$ cat src/rtl/interval_timer_pkg.sv
// interval_timer_pkg
//   Shared constants for the memory-mapped interval timer: register word
//   offsets (addr[3:2]), CTRL bit positions, mode encodings and FSM state
//   encodings. Also provides a small helper used to decode the MODE field.
package interval_timer_pkg;

   // Register word offsets, decoded from addr[3:2]
   localparam logic [1:0] TIMER_CTRL   = 2'd0;
   localparam logic [1:0] TIMER_PRESET = 2'd1;
   localparam logic [1:0] TIMER_COUNT  = 2'd2;

   // CTRL bit positions
   localparam int EN_POS   = 0;
   localparam int MODE_LSB = 1;
   localparam int MODE_MSB = 2;
   localparam int TIM_POS  = 3;

   // MODE encodings; 2 and 3 are treated as one-shot
   localparam logic [1:0] MODE_ONESHOT = 2'd0;
   localparam logic [1:0] MODE_RELOAD  = 2'd1;

   // FSM state encodings
   localparam logic [1:0] S_IDLE = 2'd0;
   localparam logic [1:0] S_LOAD = 2'd1;
   localparam logic [1:0] S_CNT  = 2'd2;
   localparam logic [1:0] S_INT  = 2'd3;

   // Only the exact reload encoding reloads; everything else is one-shot.
   function automatic logic mode_is_reload(input logic [1:0] mode);
      return mode == MODE_RELOAD;
   endfunction

endpackage

$ cat src/rtl/interval_timer_if.sv
// interval_timer_if
//   Peripheral bus between the data-memory bridge (master) and the timer
//   (slave).
//   addr         : byte address, only addr[3:2] is decoded by the timer
//   write_enable : one-cycle write strobe
//   write_data   : write data
//   read_data    : combinational read data of the register selected by addr
interface interval_timer_if;
   logic [31:0] addr;
   logic        write_enable;
   logic [31:0] write_data;
   logic [31:0] read_data;

   modport master (
      output addr,
      output write_enable,
      output write_data,
      input  read_data
   );

   modport slave (
      input  addr,
      input  write_enable,
      input  write_data,
      output read_data
   );
endinterface

$ cat src/rtl/interval_timer.sv
// interval_timer
//   Memory-mapped countdown timer with three word registers (CTRL, PRESET,
//   COUNT). One-shot mode raises a level interrupt that holds until CTRL is
//   written; auto-reload mode produces a one-cycle pulse each period.
//   clk   : system clock
//   reset : synchronous, active-high
//   bus   : peripheral bus slave port (addr/write_enable/write_data/read_data)
//   IRQ   : interrupt request, CTRL.IM & irq_flag
module interval_timer
   import interval_timer_pkg::*;
#(
   parameter int COUNT_WIDTH = 32
) (
   input  logic              clk,
   input  logic              reset,
   interval_timer_if.slave   bus,
   output logic              IRQ
);

   logic [3:0]             ctrl_q,     ctrl_d;
   logic [COUNT_WIDTH-1:0] preset_q,   preset_d;
   logic [COUNT_WIDTH-1:0] count_q,    count_d;
   logic                   irq_flag_q, irq_flag_d;
   logic [1:0]             state_q,    state_d;

   logic [1:0]  reg_sel;
   logic        ctrl_en;
   logic [31:0] read_mux;
   logic        unused_addr_bits;

   assign reg_sel = bus.addr[3:2];
   assign ctrl_en = ctrl_q[EN_POS];

   // Remaining address bits are intentionally ignored (no aliasing checks).
   assign unused_addr_bits = ^{bus.addr[31:4], bus.addr[1:0]};

   always_comb begin
      ctrl_d     = ctrl_q;
      preset_d   = preset_q;
      count_d    = count_q;
      irq_flag_d = irq_flag_q;
      state_d    = state_q;

      // FSM decisions look only at the pre-edge register values.
      case (state_q)
         S_IDLE: begin
            if (ctrl_en) begin
               state_d = S_LOAD;
            end
         end
         S_LOAD: begin
            count_d = preset_q;
            state_d = S_CNT;
         end
         S_CNT: begin
            if (!ctrl_en) begin
               state_d = S_IDLE;
            end else if (count_q > COUNT_WIDTH'(1)) begin
               count_d = count_q - COUNT_WIDTH'(1);
            end else begin
               // Expiry at 1 (or a PRESET of 0) ends at 0; never wraps.
               count_d    = '0;
               irq_flag_d = 1'b1;
               state_d    = S_INT;
            end
         end
         default: begin // S_INT
            if (mode_is_reload(ctrl_q[MODE_MSB:MODE_LSB])) begin
               // Pulse only; IDLE reloads because EN is still set.
               irq_flag_d = 1'b0;
            end else begin
               // Level interrupt; flag held until software writes CTRL.
               ctrl_d[EN_POS] = 1'b0;
            end
            state_d = S_IDLE;
         end
      endcase

      // Bus writes are applied last so they override FSM updates of CTRL
      // and irq_flag on the same edge.
      if (bus.write_enable) begin
         case (reg_sel)
            TIMER_CTRL: begin
               ctrl_d     = bus.write_data[3:0];
               irq_flag_d = 1'b0;
            end
            TIMER_PRESET: begin
               preset_d = bus.write_data[COUNT_WIDTH-1:0];
            end
            default: ; // COUNT and offset 3 are read-only
         endcase
      end
   end

   always_ff @(posedge clk) begin
      if (reset) begin
         ctrl_q     <= '0;
         preset_q   <= '0;
         count_q    <= '0;
         irq_flag_q <= 1'b0;
         state_q    <= S_IDLE;
      end else begin
         ctrl_q     <= ctrl_d;
         preset_q   <= preset_d;
         count_q    <= count_d;
         irq_flag_q <= irq_flag_d;
         state_q    <= state_d;
      end
   end

   always_comb begin
      read_mux = '0;
      case (reg_sel)
         TIMER_CTRL:   read_mux = {28'd0, ctrl_q};
         TIMER_PRESET: read_mux = 32'(preset_q);
         TIMER_COUNT:  read_mux = 32'(count_q);
         default:      read_mux = '0;
      endcase
   end

   assign bus.read_data = read_mux;
   assign IRQ           = ctrl_q[TIM_POS] & irq_flag_q;

endmodule

$ cat src/flat_wrapper.sv
// flat-port wrapper written by rule: the top's interface ports become plain ports
module interval_timer_flat import interval_timer_pkg::*;
#(
   parameter int COUNT_WIDTH = 32
)
  (clk, reset, IRQ, bus_addr, bus_write_enable, bus_write_data, bus_read_data);
  interval_timer_if bus_i ();
  input  logic clk;
  input  logic reset;
  output logic IRQ;
  input wire logic [$bits(bus_i.addr)-1:0] bus_addr;
  input wire logic [$bits(bus_i.write_enable)-1:0] bus_write_enable;
  input wire logic [$bits(bus_i.write_data)-1:0] bus_write_data;
  output wire logic [$bits(bus_i.read_data)-1:0] bus_read_data;
  assign bus_i.addr = bus_addr;
  assign bus_i.write_enable = bus_write_enable;
  assign bus_i.write_data = bus_write_data;
  assign bus_read_data = bus_i.read_data;
  interval_timer #(.COUNT_WIDTH(COUNT_WIDTH)) u_core (.clk(clk), .reset(reset), .bus(bus_i), .IRQ(IRQ));
endmodule
$ cat config.mk
export PLATFORM = sky130hd
export DESIGN_NAME = interval_timer_flat
export DESIGN_NICKNAME = d
export VERILOG_FILES = /design/src/rtl/interval_timer_pkg.sv /design/src/rtl/interval_timer_if.sv /design/src/rtl/interval_timer.sv /design/src/flat_wrapper.sv
export SDC_FILE = /design/constraint.sdc
export NUM_CORES = 1
export LEC_CHECK = 0
export ABC_AREA = 1
export BUFFER_PORTS_ARGS = -buffer_cell sky130_fd_sc_hd__buf_2
export CAP_MARGIN = 0
export CELL_PAD_IN_SITES_DETAIL_PLACEMENT = 1
export CELL_PAD_IN_SITES_GLOBAL_PLACEMENT = 2
export CORE_ASPECT_RATIO = 1.25
export CORE_MARGIN = 3
export CORE_UTILIZATION = 29
export CTS_BUF_LIST = sky130_fd_sc_hd__clkbuf_2
export DETAILED_ROUTE_END_ITERATION = 10
export PLACE_DENSITY = 0.86
export SYNTH_ARGS = -nofsm -noshare
export SYNTH_HDL_FRONTEND = slang
export SYNTH_SLANG_ARGS = --single-unit
export TNS_END_PERCENT = 5
$ cat constraint.sdc
create_clock -name clk -period 1.82 [get_ports clk]
set_clock_uncertainty 0.15 [all_clocks]
set_input_delay 0.182 -clock clk [delete_from_list [all_inputs] [get_ports clk]]
set_output_delay 0.182 -clock clk [all_outputs]
set_load 0.005 [all_outputs]
==> metrics.yaml, run 1 <==
top_fanout_value_on_the_critical_path: 5
design_power_total_uw: 3930
vias_in_the_first_global_route: 4931
cts.reportedPaths.clkPinSlew_ns: 0.21
combinationalPowerShare: 0.338
final.fill_count: 1706
power.leakage_uw: 0.00245
finalSetupViolCount: 1
cp.required_ns: 2.14
worst_setup_path_end_kind: "flip-flop"
hold_class: "in -> reg"
detail_route.first_pass.iterations: 4
outcome: "finished with violations"
mostFrequentLayoutCell: "a21oi_1"
max_clock_freq_mhz: 547
clock_latency_on_the_worst_skew_pair_ns: 0.57
grt_max_degree: 63
final_critical_path_setup_slack_ns: -0.00825
track_usage: 0.190
synth.yosys.seq_area_share: 0.356
avgViaCountPerCell: 5.05
drt_iter0_drc: 125
area_growth_syn_to_layout_pct: 41.4
power.ir.vdd_worst_mv: 0.255
wl_per_cell_um: 16.6
cts_tree: "yes"
routed_wirelength_mm: 15.4
cts-htree-levels: 3
layout.cells.most_common_list: "89 x a21oi_1, 79 x nand2_1, 74 x o21ai_0, 73 x inv_1, 69 x buf_2"
ff2ff_setup_slack_ns: -0.008
slew_violations: 0
postSynthAreaPerCell_um2: 6.53
ys_warn_count: 0
boundaryPins: 100
seq_power_share: 0.429
ys.flop_type: "dfxtp_1"
detailed_place_hpwl_mm: 10.6
power.switching_uw: 1440
drive_above_1_share: 0.302
vias: 4678
gp_congestion: 0.942
grt_antenna_before_repair: 1
yosys_register_bits: 71
synth_area_mm2: 0.00399
worst_slew_pin_slew_ns: 0.424
coreArea_mm2: 0.0133
max_cap_viols: 0
fraction_of_power_consumed_by_the_clock_network: 0.233
timing.critical_path.from_type: "flip-flop"
clk_root_buffer_cell: "clkbuf_2"
port_buffers: 69
synth.largest_area_cell: "dfxtp_1"
cellPowerDensity_mw_per_mm2: 697
final_net_count: 820
timing_hold_violations_final: 0
finalCriticalPeriod_ns: 1.83
regArea_mm2: 0.00148
cts.sinks: 71
multi_input_area_mm2: 0.00233
rows: 47
ys_types: 28
period_share: 1.00
headroom_to_the_max_slew_limit: 0.717
grt_first_pass_wirelength_mm: 23.6
drcViolationCount: 0
tritoncts.num_buffers: 9
postRouteAntennaNets: 0
cp.arrival_ns: 2.15
die-area_mm2: 0.0152
die_w_um: 111
synth_edf_count: 0
worst_setup_path_class: "reg -> reg"
start_util: 0.299
syn_nets: 680
rsz0062_at_grt: "yes"
netSwitchingFraction: 0.367
synth.area.top_cells: "dfxtp_1 36%, a21oi_1 13%, o21ai_0 9.4%"
grt_overflow: 0
failed_checks: "negative setup slack"
ys_async_sr_fraction: 0
synth_top_area_share: 0.356
cts-root-to-sink-buffers: 2
internal_power_uw: 2490
fin_util: 0.423
synthesized_instance_count: 611
chipHeight_um: 137
## stage by stage
| step | setup TNS (ns) | cell area (µm²) | setup WS, ns | cells | hold WS [ns] |
|---|---|---|---|---|---|
| detailed placement | -0.201 | 4770 | -0.0474 | 865 | 0.306 |
| floorplan | 0 | 3990 | 0.149 | 611 | 0.101 |
| CTS | -0.00464 | 5290 | -0.00301 | 919 | 0.0976 |
| global placement | 0 | 4770 | 0.0421 | 865 | 0.296 |
| finish | -0.00825 | 5640 | -0.00825 | 927 | 0.122 |
| global route | -1.80 | 5640 | -0.115 | 927 | 0.135 |
## worst max-delay path, cell delays in order (launching register included)
cell	delay [ns]
dfxtp_4	0.40
buf_6	0.12
ha_4	0.15
nand2_2	0.05
nor2_1	0.04
nand2_1	0.08
nand2_2	0.09
a21oi_4	0.21
buf_12	0.15
buf_8	0.12
o21ai_1	0.06
a21oi_1	0.12
## layer usage
layer	global-route usage	share of wire	vias up	wire length [µm]
li1	-	-	2328	-
met4	0.0746	0.019	0	295
met2	0.364	0.54	59	8250
met3	0.0257	0.019	21	294
met1	0.211	0.43	2270	6560
met5	0	0	-	0
## final cells by class
class / instances / share of cell area
diodes: 1 / 0.000444
clock buffers: 11 / 0.00976
clock inverters: 4 / 0.00843
inverters: 80 / 0.0550
multi-input cells: 429 / 0.413
flip-flops and latches: 71 / 0.262
well taps: 171 / 0.0379
repair buffers: 160 / 0.214
## power groups by stage
stage | Clock (µW) | Combinational [µW] | Sequential, µW
floorplan | 0 | 674 | 1700
global placement | 0 | 1100 | 1710
detailed placement | 0 | 1130 | 1710
CTS | 944 | 1210 | 1680
global route | 992 | 1460 | 1700
finish | 917 | 1330 | 1690
## cell usage after synthesis (2+ instances only)
cell type    n
a21oi_1    100
nand2_1     89
inv_1       77
o21ai_0     75
dfxtp_1     71
nor2_1      66
o22ai_1     28
nand3_1     26
clkbuf_1    16
xor2_1      11
nand4_1      7
buf_1        6
buf_2        6
nand2_2      4
nor3_1       4
o221ai_1     4
buf_6        3
inv_2        3
nor2_2       3
ha_1         2
nor2_4       2
o21ai_1      2
## sequential cells by signal, indices dropped and copies added, names as in the netlist
name,flops
u_core.irq_flag_q,1
u_core.count_q,32
u_core.ctrl_q,4
u_core.preset_q,32
u_core.state_q,2
## worst paths after layout
check,cells after the start,start,to
min,5,bus_addr[3],u_core.preset_q[22]$_SDFFE_PP0P_
max reg2reg,11,u_core.count_q[0]$_SDFFE_PP0P_,u_core.count_q[17]$_SDFFE_PP0P_
max,11,u_core.count_q[0]$_SDFFE_PP0P_,u_core.count_q[17]$_SDFFE_PP0P_
min reg2reg,2,u_core.preset_q[9]$_SDFFE_PP0P_,u_core.preset_q[9]$_SDFFE_PP0P_
## cell families after synthesis
group,synth area share
compound gates,0.287
xor+xnor,0.0241
fa+ha+maj,0.00627
buf+inv,0.112
flops,0.356
simple gates,0.214
## what timing repair did
action                                  4_1_cts  5_1_grt
endpoints found under the setup margin       23       55
pin swaps                                     0       10
resized for setup                            13       99
hold endpoints to repair                     40        0
buffers inserted                              0        7
hold buffers                                 39        0
Power figures use the tool's default switching activity.
==> inputs of run 2 (changes only) <==
--- a/config.mk
+++ b/config.mk
@@ -16,6 +16,7 @@
 export CTS_BUF_LIST = sky130_fd_sc_hd__clkbuf_2
 export DETAILED_ROUTE_END_ITERATION = 10
 export PLACE_DENSITY = 0.86
+export REMOVE_ABC_BUFFERS = 1
 export SYNTH_ARGS = -nofsm -noshare
 export SYNTH_HDL_FRONTEND = slang
 export SYNTH_SLANG_ARGS = --single-unit
==> run 2 against run 1 <==
The flow still finishes with violations (negative setup slack). Die area did not move. Maximum frequency down 0.68%. Clock power barely moved. Non-clock buffer count rose by 3. Critical endpoint is now u_core.count_q[7]$_SDFFE_PP0P_.
==> metrics.yaml, run 2 (synthesis results as in run 1) <==
rsz0062_at_grt: "yes"
critical-path-slowest-cell: "dfxtp_2"
worst_setup_path_end_kind: "flip-flop"
detailed_place_hpwl_mm: 10.4  # -1.9%
finalCriticalPeriod_ns: 1.84  # +0.0125 ns
final_critical_path_setup_slack_ns: -0.0208  # -0.0125 ns
drcViolationCount: 0  # unchanged
coreArea_mm2: 0.0133  # unchanged
worst_hold_startpoint: "bus_addr[2]"
dpl_worst_slack_ns: -0.0508  # -0.00339 ns
cpPeakStageDelay_ns: 0.38  # -0.02 ns
setup_total_negative_slack_ns: -0.0581  # -0.0499 ns
worst_slew_pin_slew_ns: 0.483  # +0.0592 ns
dpl-instance-area_mm2: 0.00475  # -0.31%
ff2ff_path_depth: 11  # unchanged
top_fanout_value_on_the_critical_path: 7  # +2
postRouteAntennaNets: 0  # unchanged
worst_hold_path.num_cells: 4  # -1
layout.cells.most_common_list: "85 x nand2_1, 85 x a21oi_1, 74 x o21ai_0, 70 x inv_1, 69 x buf_2"
number_of_inserted_diodes: 0  # -1
final_net_count: 823  # +0.37%
grt_overflow: 0  # unchanged
critical_path.cell_chain: "inv_4 > ha_4 > nand2_4 > nor2_4 > nand2_2 > nand2_2 > a21oi_4 > buf_6 > buf_12 > o21ai_0 > a21oi_1"
avgViaCountPerCell: 5.04  # -0.22%
rows: 47  # unchanged
cts.reportedPaths.clkPinSlew_ns: 0.21  # about the same
hold_class: "in -> reg"
die-area_mm2: 0.0152  # unchanged
grt_antenna_before_repair: 0  # -1
max_clock_freq_mhz: 543  # -0.68%
cts_tree: "yes"
cp.arrival_ns: 2.12  # -0.03 ns
design_power_total_uw: 3900  # -0.67%
detail_route.first_pass.iterations: 4  # unchanged
postLayoutCellArea_mm2: 0.00571  # +1.2%
period_share: 1.01  # +0.00687
grt_first_pass_wirelength_mm: 24.0  # +1.6%
cellPowerDensity_mw_per_mm2: 684  # -1.8%
area_growth_syn_to_layout_pct: 43.0
boundaryPins: 100  # unchanged
clk_root_buffer_cell: "clkbuf_2"
routed_wirelength_mm: 15.0  # -2.8%
placed_cells_incl_taps: 863  # -0.23%
port_buffers: 69  # unchanged
timing_hold_violations_final: 0  # unchanged
clock_latency_on_the_worst_skew_pair_ns: 0.54  # -0.03 ns
vias: 4683  # +0.11%
worst_setup_path_class: "reg -> reg"
drt_iter0_drc: 157  # +26%
outcome: "finished with violations"
r2r_end: "u_core.count_q[7]$_SDFFE_PP0P_"
headroom_to_the_max_slew_limit: 0.678  # -0.0395
cp.required_ns: 2.10  # -0.04 ns
crit-reg2reg-launch: "u_core.count_q[1]$_SDFFE_PP0P_"
max_cap_viols: 0  # unchanged
cts-htree-levels: 3  # unchanged
start_util: 0.299  # unchanged
failed_checks: "negative setup slack"
power.leakage_uw: 0.00247  # +0.56%
cts.sinks: 71  # unchanged
gp_congestion: 0.910  # -3.4%
ff2ff_setup_slack_ns: -0.02  # about the same
die_w_um: 111  # unchanged
finalSetupViolCount: 7  # +6
grt_max_degree: 63  # unchanged
layout_top_registers: "u_core.count_q (32), u_core.preset_q (32), u_core.ctrl_q (4)"
cpMostUsedCell: "nand2_2"
wl_per_cell_um: 16.1  # -3.1%
drive_above_1_share: 0.310  # +0.00763
finish.cell_count_without_fillers: 930  # +0.32%
track_usage: 0.194  # +0.00393
power.ir.vdd_worst_mv: 0.327  # +28%
tritoncts.num_buffers: 9  # unchanged
slew_violations: 0  # unchanged
vias_in_the_first_global_route: 4984  # +1.1%
timing.critical_path.from_type: "flip-flop"
chipHeight_um: 137  # unchanged
cts-root-to-sink-buffers: 2  # unchanged
hold-path-endpoint: "u_core.ctrl_q[0]$_SDFF_PP0_"
run 2: cell types whose count changed in the layout (fill, tap and decap cells not counted), sizes merged:
cell | previous run | this run
buf | 121 | 126
clkbuf | 11 | 9
clkinv | 2 | 4
dlygate4sd3 | 39 | 37
clkinvlp | 1 | 2
diode | 1 | 0
run 2: metal layers:
layer  vias to the layer above  global-route usage  wire length [µm]
met3                        19              0.0261               391
met2                        76               0.383              7990
li1                       2335                   -                 -
met4                         0              0.0541               245
met1                      2253               0.215              6340
met5                         -                   0                 0
run 2: critical path, delay by kind of cell (launching register included):
| family | cells | cell delay [ns] |
|---|---|---|
| flip-flops | 1 | 0.38 |
| AO/OA/AOI/OAI | 3 | 0.24 |
| adder cells (fa/ha/maj) | 1 | 0.16 |
| AND/OR/NAND/NOR | 4 | 0.47 |
| buffers and inverters | 3 | 0.34 |
run 2: power breakdown:
part	switching [µW]	internal (µW)
logic	761	539
clock network	615	304
registers	56.8	1630
total	1430	2470
run 2: timing repair:
item	in CTS	in global routing
gates resized for setup	25	83
pin swaps	5	18
gates cloned	2	0
hold buffers	37	0
endpoints found under the setup margin	36	57
setup buffers	9	3
endpoints found under the hold margin	40	0
run 2: metrics by stage:
step / util / hold WS [ns]
finish: 0.428 / 0.0565
detailed placement: 0.356 / 0.288
CTS: 0.407 / 0.0126
global route: 0.428 / 0.0538
floorplan: - / 0.101
global placement: 0.356 / 0.291
run 2: worst max path at each step:
stage	startpoint	endpoint	slack, ns	cells past startpoint
final	u_core.count_q[1]$_SDFFE_PP0P_	u_core.count_q[7]$_SDFFE_PP0P_	-0.02	11
after global routing	u_core.count_q[0]$_SDFFE_PP0P_	u_core.count_q[5]$_SDFFE_PP0P_	-0.11	11
after CTS	u_core.count_q[0]$_SDFFE_PP0P_	u_core.count_q[31]$_SDFFE_PP0P_	-0.04	11
after detailed placement	u_core.count_q[0]$_SDFFE_PP0P_	u_core.count_q[23]$_SDFFE_PP0P_	-0.05	10
after global placement	u_core.count_q[0]$_SDFFE_PP0P_	u_core.count_q[26]$_SDFFE_PP0P_	0.03	12
after floorplan	u_core.state_q[1]$_SDFFE_PP0P_	u_core.count_q[2]$_SDFFE_PP0P_	-0.35	7
run 2: layout make-up:
cell class,instances,area [µm²]
Tap cell,171,214
Clock inverter,7,63.8
Multi-Input combinational cell,429,2340
Clock buffer,9,45.0
Fill cell,1713,7640
Timing Repair Buffer,163,1270
Sequential cell,71,1470
Inverter,80,308
